File: config.mk
export PLATFORM = sky130hd
export DESIGN_NAME = pipeline_stall_ctrl
export DESIGN_NICKNAME = d
export VERILOG_FILES = /design/src/rtl/pipeline_stall_ctrl.sv
export SDC_FILE = /design/constraint.sdc
export NUM_CORES = 1
export LEC_CHECK = 0
export ABC_AREA = 1
export CORE_UTILIZATION = 45
export CTS_CLUSTER_DIAMETER = 30
export DETAILED_ROUTE_END_ITERATION = 16
export PLACE_DENSITY = 0.73
export SKIP_CTS_REPAIR_TIMING = 1
export SYNTH_ARGS = -nofsm -noshare
export SYNTH_HDL_FRONTEND = slang
export SYNTH_SLANG_ARGS = --single-unit
File: constraint.sdc
create_clock -name clk -period 1.8 [get_ports clk]
set_input_delay 0.36 -clock clk [delete_from_list [all_inputs] [get_ports clk]]
set_output_delay 0.36 -clock clk [all_outputs]
set_load 0.02 [all_outputs]
File: src/rtl/pipeline_stall_ctrl.sv
// rtl/pipeline_stall_ctrl.sv - prioritised stall/flush scheduler for the 5-stage pipeline
// Merges load-use, branch redirect, MUL/DIV and memory wait into per-stage controls.
module pipeline_stall_ctrl #(
   parameter int MEM_TIMEOUT = 16,
   parameter int CNT_W       = 32
) (
   input  logic             clk,
   input  logic             rst,
   input  logic             load_use_hazard,
   input  logic             ex_branch_taken,
   input  logic             ex_muldiv_start,
   input  logic             muldiv_done,
   input  logic             mem_req,
   input  logic             mem_ready,
   output logic             stall_if,
   output logic             stall_id,
   output logic             stall_ex,
   output logic             stall_mem,
   output logic             flush_id,
   output logic             flush_ex,
   output logic             flush_mem,
   output logic             bus_fault,
   output logic [1:0]       state,
   output logic [CNT_W-1:0] stall_cycles
);

   localparam int WC_W = $clog2(MEM_TIMEOUT + 1);
   localparam logic [WC_W-1:0]  WAIT_MAX = WC_W'(MEM_TIMEOUT);
   localparam logic [CNT_W-1:0] CNT_MAX  = '1;

   typedef enum logic [1:0] {
      ST_RUN      = 2'd0,
      ST_MD_WAIT  = 2'd1,
      ST_MEM_WAIT = 2'd2
   } state_t;

   state_t          state_q;
   logic            md_busy;
   logic [WC_W-1:0] wait_cnt;

   logic raw_mem, fault, mem_st, md_st;
   logic stall_ex_c, stall_id_c, flush_id_c, flush_ex_c, flush_mem_c;

   always_comb begin
      raw_mem     = mem_req & ~mem_ready;
      fault       = raw_mem & (wait_cnt == WAIT_MAX);
      mem_st      = raw_mem & ~fault;
      md_st       = (md_busy | ex_muldiv_start) & ~muldiv_done;
      stall_ex_c  = mem_st | md_st;
      stall_id_c  = stall_ex_c | (load_use_hazard & ~ex_branch_taken);
      flush_mem_c = md_st & ~mem_st;
      flush_id_c  = ex_branch_taken & ~stall_ex_c;
      flush_ex_c  = (ex_branch_taken | load_use_hazard) & ~stall_ex_c;
   end

   // Combinational controls are forced low while reset is held.
   assign stall_mem = mem_st & ~rst;
   assign stall_ex  = stall_ex_c & ~rst;
   assign stall_id  = stall_id_c & ~rst;
   assign stall_if  = stall_id_c & ~rst;
   assign flush_mem = flush_mem_c & ~rst;
   assign flush_id  = flush_id_c & ~rst;
   assign flush_ex  = flush_ex_c & ~rst;
   assign bus_fault = fault & ~rst;
   assign state     = state_q;

   always_ff @(posedge clk or posedge rst) begin
      if (rst) begin
         state_q      <= ST_RUN;
         md_busy      <= 1'b0;
         wait_cnt     <= '0;
         stall_cycles <= '0;
      end else begin
         if (mem_st)
            state_q <= ST_MEM_WAIT;
         else if (md_st)
            state_q <= ST_MD_WAIT;
         else
            state_q <= ST_RUN;

         if (muldiv_done)
            md_busy <= 1'b0;
         else if (ex_muldiv_start)
            md_busy <= 1'b1;

         // Restart the count after a fault so a persistent wait faults again.
         if (!raw_mem || fault)
            wait_cnt <= '0;
         else if (mem_st)
            wait_cnt <= wait_cnt + WC_W'(1);

         if (stall_id_c && (stall_cycles != CNT_MAX))
            stall_cycles <= stall_cycles + CNT_W'(1);
      end
   end

endmodule

==> results by group <==
Setup path
  • CP max stage delay: 0.39 ns
  • FF-to-FF setup slack: 0.06 ns
  • Crit Path Max Fanout: 6
  • CP required: 1.44 ns
  • Critical-path cell list: inv_1, ha_1, nand2_1, inv_1, nand2_2, nand2_4, nand2_4, nor3_4, buf_6
  • WP depth: 9
  • Element type at the critical path start: flop
  • Crit path arrival time: 1.59 ns
  • CP Class: reg -> out
  • CP bufs+invs: 3
  • CP Capture Type: output pin
  • Reg2reg path depth: 14
  • Worst setup startpoint: wait_cnt[0]
  • Worst r2r src: wait_cnt[0]
  • Slowest CP cell: dfrtp_1
  • Cell family with most CP delay: simple AND/OR/NAND/NOR gates

Layout
  • Ant. Diodes: 0
  • Area Overhead vs Synth: 36.3%
  • Nets: 491
  • Final Cell Area: 3570 um2
  • Layout cells sized above 1: 14.1%

Route
  • Pre-antenna DRT Iters: 4
  • Antenna viol nets, final: 0
  • Residual DRC: 0
  • Wire per inst: 11.6 um
  • Via count: 2666
  • Final WL: 6390 um
  • Via-to-Cell Ratio: 4.82
  • DR iter-0 viols: 146

STA
  • Minimum clock period: 1.95 ns
  • Highest Clock Rate: 513 MHz
  • Hold violation count in the final report: 0
  • Slew HR: 66.5%
  • Max-slew violations: 0
  • Final setup fails: 8
  • RSZ-0062 raised after global routing: yes
  • Slew @ Worst Pin: 0.503 ns
  • Final setup margin: -0.150 ns
  • Clk_skew: 0.00935 ns
  • Period Utilization, post-route: 108%

Power and ir drop
  • Max rail drop VDD: 0.000470 V
  • NetSw: 746 uW
  • Sw Ratio: 32.5%
  • Total power after layout: 2.30 mW
  • Combinational share of power: 26.0%
  • Clock share of power: 27.6%
  • Flop pwr share: 46.5%
  • Power Dens Cells: 644 nW/um2
  • Internal: 1.55 mW
  • Lkg Pwr: 1.87 nW

Yosys
  • Post-synthesis sequential area ratio: 38.2%
  • Ys Warns: 0
  • Yosys cell types: 26
  • Yosys reg bits: 40
  • Mean Syn Cell Area: 6.47 um2
  • Net count after synthesis: 416
  • Cell count after synthesis: 405
  • Post-Syn Area: 2620 um2

Place
  • Pre-CTS WS: -0.502 ns
  • Post-Place Cell Area: 3350 um2
  • I/O Buffers: 49
  • Placer Congestion: 0.959
  • HPWL after DPL: 4940 um

Die
  • Die span in y: 78.3 um
  • Io pins: 50
  • Die width: 78.3 um
  • Num rows: 27
  • Die area: 6130 um2
  • Initial Utilization: 47.0%
  • Core Area: 5570 um2

Global routing
  • Gr usage total: 22.8%
  • Total gr overflow: 0
  • Vias in the first global route: 2476
  • Largest net degree at the start of global routing: 41
  • Antenna violations before repair: 0
  • First-pass GRT wire length: 11100 um

Hold path
  • Startpoint of the worst hold path: wait_cnt[0]
  • HP Class: reg -> reg
  • Worst hold stages: 2

Status
  • Failing checks: negative setup slack
  • Outcome: finished with violations

Clock network
  • Worst-path clk slew: 0.08 ns
  • Later-pin clock latency in the skew report: 0.30 ns
  • Cts bufs inserted: 5
  • TritonCTS Sinks: 40
  • TritonCTS clock tree: done
  • Root Buffer Master: clkbuf_8
  • CTS max path bufs: 2
  • H-tree depth: 2

Run
  • Max-Cap Viols: 0
worst paths after layout:
kind,endpoint
max reg2reg,stall_cycles[31]
min reg2reg,wait_cnt[0]
max,flush_ex
min in group asynchronous,stall_cycles[30]
min,wait_cnt[0]
max in group asynchronous,stall_cycles[0]
registers in the layout (all words and copies together) (netlist names):
signal / count
state: 2
wait_cnt: 5
md_busy: 1
stall_cycles: 32
synthesized netlist by cell type (all sizes together):
cell type / n / area share, %
nand4: 1 / 0.24
nor3: 3 / 0.57
nand2: 206 / 30
nand3: 18 / 3.6
xnor2: 5 / 1.7
inv: 37 / 5.4
ha: 3 / 1.4
o21ai: 7 / 1.3
nor2: 63 / 10
nand3b: 2 / 0.57
xor2: 9 / 3.0
dfrtp: 40 / 38
buf: 7 / 2.2
nor4: 1 / 0.24
o21bai: 1 / 0.29
a21oi: 2 / 0.38
power by group through the flow:
stage	clock [mW]	sequential, mW	combinational (mW)
CTS	0.659	1.07	0.577
global placement	0	1.08	0.567
global route	0.697	1.08	0.661
detailed placement	0	1.09	0.576
finish	0.634	1.07	0.597
floorplan	0	1.12	0.284
through the flow:
stage,utilization (%),setup TNS (ns),hold slack [ns],instances
6_report,64.0,-0.855,0.561,553
5_1_grt,64.0,-3.50,0.575,553
4_1_cts,61.8,-5.11,0.563,550
3_5_place_dp,60.1,-7.35,0.543,542
3_3_place_gp,60.1,-5.95,0.518,542
2_1_floorplan,-,-0.0248,0.343,405
final cells by class:
type	instances	area [um2]
clock buffer	6	82.6
clock inverter	2	15.0
fill	512	2010
inverter	37	145
multi-input combinational	321	1500
sequential	40	1000
tap	72	90.1
timing repair buffer	75	738
worst min-delay path: stages (launching register included):
cell     delay, ns
dfrtp_1       0.36
buf_4         0.12
nor2_1        0.04
layer usage:
| metal | vias to the layer above | GRT usage [%] | part of all wire, % |
|---|---|---|---|
| li1 | 1374 | - | - |
| met1 | 1204 | 30.3 | 44 |
| met2 | 80 | 38.0 | 49 |
| met3 | 8 | 3.60 | 5.2 |
| met4 | 0 | 7.22 | 1.2 |
| met5 | - | 0 | 0 |
cell families (layout without fill, tap and decap cells):
family	Yosys count	in the layout	share of synthesized area, %
AO/OA/AOI/OAI	10	10	2.01
XOR/XNOR	14	14	4.68
adder cells (fa/ha/maj)	3	3	1.43
buffers and inverters	44	120	7.60
flip-flops	40	40	38.2
AND/OR/NAND/NOR	294	294	46.1
placed cells by master, fill, tap and decap left out, drive strengths merged:
master / Yosys / routed
dlymetal6s2s: 0 / 11
dfrtp: 40 / 40
o21ai: 7 / 7
nor2: 63 / 63
xor2: 9 / 9
nor3: 3 / 3
xnor2: 5 / 5
nand4: 1 / 1
nand3b: 2 / 2
ha: 3 / 3
a21oi: 2 / 2
buf: 7 / 34
clkinvlp: 0 / 3
clkdlybuf4s50: 0 / 30
nor4: 1 / 1
o21bai: 1 / 1
inv: 37 / 36
nand3: 18 / 18
nand2: 206 / 206
clkbuf: 0 / 6
Note: power is estimated with default switching activity, not from simulation.
==> variant 1: new RTL, same flow settings <==
Add an input register stage for `ex_muldiv_start` and `muldiv_done`, without a reset; this delays them by one clock. The other inputs are not delayed to match.
--- a/src/rtl/pipeline_stall_ctrl.sv
+++ b/src/rtl/pipeline_stall_ctrl.sv
@@ -34,6 +34,14 @@
       ST_MEM_WAIT = 2'd2
    } state_t;
 
+   logic ex_muldiv_start_q;
+   logic muldiv_done_q;
+
+   always_ff @(posedge clk) begin
+      ex_muldiv_start_q <= ex_muldiv_start;
+      muldiv_done_q     <= muldiv_done;
+   end
+
    state_t          state_q;
    logic            md_busy;
    logic [WC_W-1:0] wait_cnt;
@@ -45,7 +53,7 @@
       raw_mem     = mem_req & ~mem_ready;
       fault       = raw_mem & (wait_cnt == WAIT_MAX);
       mem_st      = raw_mem & ~fault;
-      md_st       = (md_busy | ex_muldiv_start) & ~muldiv_done;
+      md_st       = (md_busy | ex_muldiv_start_q) & ~muldiv_done_q;
       stall_ex_c  = mem_st | md_st;
       stall_id_c  = stall_ex_c | (load_use_hazard & ~ex_branch_taken);
       flush_mem_c = md_st & ~mem_st;
@@ -78,9 +86,9 @@
          else
             state_q <= ST_RUN;
 
-         if (muldiv_done)
+         if (muldiv_done_q)
             md_busy <= 1'b0;
-         else if (ex_muldiv_start)
+         else if (ex_muldiv_start_q)
             md_busy <= 1'b1;
 
          // Restart the count after a fault so a persistent wait faults again.
Check against the original RTL: not equivalent (Yosys sat finds a counterexample within 4 cycles, from zero or initial values and one cycle with rst high).
==> variant 1 against the unedited design <==
- the run still ends with negative setup slack left
- synthesized area grew 1.5%
- synthesized cell count up 0.49%
- worst setup slack lost 3.5 ps
- global-route usage rose by 0.84 points
- clock skew is 3.2 ps lower
- routed wire length rose by 9.1%
- total power is 3.7% higher
- cell area is 1.3% higher
- sequential cell count is 2 higher
- cell count grew 0.72%
- highest routed layer unchanged
==> variant 1: results (changes against the unedited design) <==
[outcome]
status = finished, violations left
violations = negative setup slack

[sta]
clock_skew_ps = 6.148  ; -3.203 ps
tightest_slew_ps = 521.9  ; +18.79 ps
final.setup.worst_slack_ps = -153.5  ; -3.504 ps
setup_viol = 8  ; unchanged

[drt]
dr_wl_met2_um = 3441  ; +9.4%
vias = 2697  ; +1.2%
totalWireLength_um = 6972  ; +9.1%
met3_length_um = 234  ; -30%
drt_first_iter_violations = 131  ; -10%
route.detailed.wl_per_inst_um = 12.52  ; +8.3%
wl_met1_um = 3214  ; +13%

[logic_synthesis]
ys_seq_area_frac = 0.3915  ; +0.009303
async_flop_share = 0.9524  ; -0.04762
synth_area_leaders = dfrtp_1 (38%), nand2_1 (28%), nor2_1 (8.0%), inv_1 (5.1%), nand3_1 (3.2%)
synth_nets = 418  ; +0.48%

[global_routing]
track_usage = 0.2368  ; +0.008418
grt_pass1_vias = 2540  ; +2.6%
met3_usage = 0.02989  ; -0.006161
met2_usage = 0.4026  ; +0.02278
grt_pass1_wl_um = 11560  ; +4.4%

[hold_path]
hp-class = input port to register
hold_path_depth = 1  ; -1

[finish]
nets = 495  ; +0.81%

[placed_design]
place_inst = 544  ; +0.37%

[power]
clockPowerShare = 0.269  ; -0.007
leakage_nw = 1.886  ; +0.96%
irDropWorstVdd_uv = 445.8  ; -5.2%
combinationalPowerShare = 0.272  ; +0.012
intPower_mw = 1.588  ; +2.3%
power_mw = 2.385  ; +3.7%

[worst_setup_path]
r2r_cells = 11  ; -3

[variant 1: cells by family after synthesis]
family,after synthesis,share of synthesized area
simple gates,294,0.4536
buf+inv,44,0.07482
flops,42,0.3915
xor+xnor,14,0.04612
compound gates,10,0.01976
fa+ha+maj,3,0.01412
[variant 1: area by class of cell]
cell class                      count  area [um2]
Clock inverter                      3       21.27
Fill cell                         522        1993
Inverter                           37       145.1
Timing Repair Buffer               77       744.5
Multi-Input combinational cell    321        1503
Tap cell                           72       90.09
Clock buffer                        5       68.82
Sequential cell                    42        1042
[variant 1: path summary, 6_finish.rpt]
| check | start | endpoint | slack (ps) |
|---|---|---|---|
| max in group asynchronous | rst | stall_cycles[0] | 660 |
| worst min register to register | wait_cnt[0] | wait_cnt[0] | 540 |
| min in group asynchronous | rst | stall_cycles[15] | 760 |
| worst min-delay path | ex_muldiv_start | ex_muldiv_start_q | 490 |
| worst max-delay path | wait_cnt[0] | flush_id | -150 |
| worst max register to register | stall_cycles[1] | stall_cycles[16] | 150 |
==> variant 2: new RTL, same flow settings <==
Made on the original files. Set the parameter `MEM_TIMEOUT` to 8 (it was 16).
--- a/src/rtl/pipeline_stall_ctrl.sv
+++ b/src/rtl/pipeline_stall_ctrl.sv
@@ -1,7 +1,7 @@
 // rtl/pipeline_stall_ctrl.sv - prioritised stall/flush scheduler for the 5-stage pipeline
 // Merges load-use, branch redirect, MUL/DIV and memory wait into per-stage controls.
 module pipeline_stall_ctrl #(
-   parameter int MEM_TIMEOUT = 16,
+   parameter int MEM_TIMEOUT = 8,
    parameter int CNT_W       = 32
 ) (
    input  logic             clk,
Check against the original RTL: not equivalent (Yosys sat finds a counterexample within 10 cycles, from zero or initial values and one cycle with rst high).
==> variant 2 against the unedited design <==
- the flow still finishes with violations (negative setup slack)
- cell area shrank 0.39%
- synthesized area shrank 1.4%
- total power grew 0.10%
- core utilization grew 0.54 points
- clock power grew 3%
- sequential share of layout area shrank 0.60 points
- sequential cell count shrank 1
- routed wire length grew 4.1%
- worst setup slack gained 120 ps
- die area shrank 1.3%
- largest cell class unchanged
- highest routed layer unchanged
==> variant 2: results (changes against the unedited design) <==
[sta]
clock_skew_ps = 5.519  ; -3.832 ps
fin_crit_ps = 1829  ; -121.4 ps
final.setup.worst_slack_ps = -28.58  ; +121.4 ps
tns_ps = -45.32  ; +810.0 ps
setup_viol = 2  ; -6
slew_headroom = 0.6792  ; +0.01458

[logic_synthesis]
synth_area_leaders = dfrtp_1 (38%), nand2_1 (29%), nor2_1 (8.0%), inv_1 (5.2%), nand3_1 (3.7%)
yosys-top-cells-count = nand2_1 (199), nor2_1 (55), dfrtp_1 (39), inv_1 (36), nand3_1 (19)
synth_nets = 411  ; -1.2%
ys_seq_area_frac = 0.3779  ; -0.004319
async_flop_share = 1.000  ; unchanged
synth.yosys.warnings = 0  ; unchanged
yosysMostFrequentCell = nand2_1
synth.distinct_cells = 27  ; +3.8%

[global_routing]
antenna_found_initial = 0  ; unchanged
track_usage = 0.2220  ; -0.006346
grt_pass1_wl_um = 10540  ; -4.9%
grt_max_degree = 40  ; -2.4%
grt_pass1_vias = 2329  ; -5.9%

[cts]
clockBufferDepth = 2  ; unchanged
htreeDepth = 2  ; unchanged
clk-insertion-delay-late_ps = 290
cts_made_buffers = 5  ; unchanged
clk_pin_slew_ps = 70
cts_root_buf = clkbuf_8

[drt]
route.detailed.wl_per_inst_um = 12.05  ; +4.2%
drt_first_iter_violations = 129  ; -12%
drt_pass1_iterations = 4  ; unchanged
viasPerCell = 4.822  ; about the same

[power]
irDropWorstVdd_uv = 445.2  ; -5.4%
leakage_nw = 1.785  ; -4.5%
netSwitchingFraction = 0.3177  ; -0.006965

[outcome]
violations = negative setup slack
status = finished, violations left

[placed_design]
gp_congestion = 0.9291  ; -3.1%
dp_hpwl_um = 4699  ; -4.9%
dpl_cell_area_um2 = 3274  ; -2.2%
io_buffers = 49  ; unchanged

[finish]
num_antenna_cells = 0  ; unchanged
drive_gt1_frac = 0.1563  ; +0.01488
registers.top_by_ff_count = stall_cycles
nets = 490  ; -0.20%
largest_reg_flops = 32  ; unchanged

[hold_path]
hp-class = register to register

[worst_setup_path]
arrival_ps = 1470  ; -120 ps
crit_fanout = 5  ; -1

==> variant 2: worst paths after layout <==
check	startpoint	endpoint	slack, ps	cells past startpoint
worst min register to register	wait_cnt[0]	wait_cnt[0]	540	2
min in group asynchronous	rst	stall_cycles[28]	760	4
worst max register to register	wait_cnt[0]	stall_cycles[28]	100	11
worst max-delay path	wait_cnt[0]	flush_ex	-30	7
worst min-delay path	wait_cnt[0]	wait_cnt[0]	540	2
max in group asynchronous	rst	stall_cycles[2]	680	4
==> variant 2: logic make-up after synthesis <==
kind of cell / share of synthesized area
compound gates: 0.01454
buf+inv: 0.08042
flops: 0.3779
simple gates: 0.4685
fa+ha+maj: 0.01454
xor+xnor: 0.04409
==> variant 2: power groups by stage <==
stage,logic [mW],registers (mW),clock network (mW)
3_3_place_gp,0.548,1.05,0
6_report,0.602,1.04,0.654
4_1_cts,0.557,1.03,0.663
3_5_place_dp,0.555,1.05,0
5_1_grt,0.655,1.06,0.703
2_1_floorplan,0.256,1.11,0
==> variant 2: through the flow <==
| stage | hold slack (ps) | worst slack (ps) | std cells | power [mW] |
|---|---|---|---|---|
| 5_1_grt | 570.0 | -103.9 | 552 | 2.422 |
| 6_report | 540.3 | -28.58 | 552 | 2.301 |
| 4_1_cts | 544.2 | -577.1 | 545 | 2.252 |
| 3_3_place_gp | 527.3 | -411.7 | 537 | 1.595 |
| 2_1_floorplan | 336.7 | 23.45 | 400 | 1.370 |
| 3_5_place_dp | 534.1 | -483.5 | 537 | 1.604 |
==> variant 2: routing by layer <==
metal / share of wire / vias to the layer above / track usage
li1: - / 1373 / -
met4: 0.024 / 0 / 0.08868
met1: 0.45 / 1197 / 0.2838
met2: 0.48 / 75 / 0.3726
met3: 0.043 / 17 / 0.03647
met5: 0 / - / 0
==> variant 2: cell type report <==
cell class              instances  area, um2
fillers                       489       1952
multi-input cells             319       1536
clock buffers                   8      100.1
well taps                      72      90.09
flip-flops and latches         39      977.2
inverters                      37      142.6
repair buffers                 77      708.2
==> variant 2: worst max-delay path, stage by stage, from the launching register on <==
cell and delay (ps):
dfrtp_1 380, inv_1 60, ha_1 150, nand3_2 100
nand2_4 130, nand2_4 60, nor3_2 150, buf_4 160
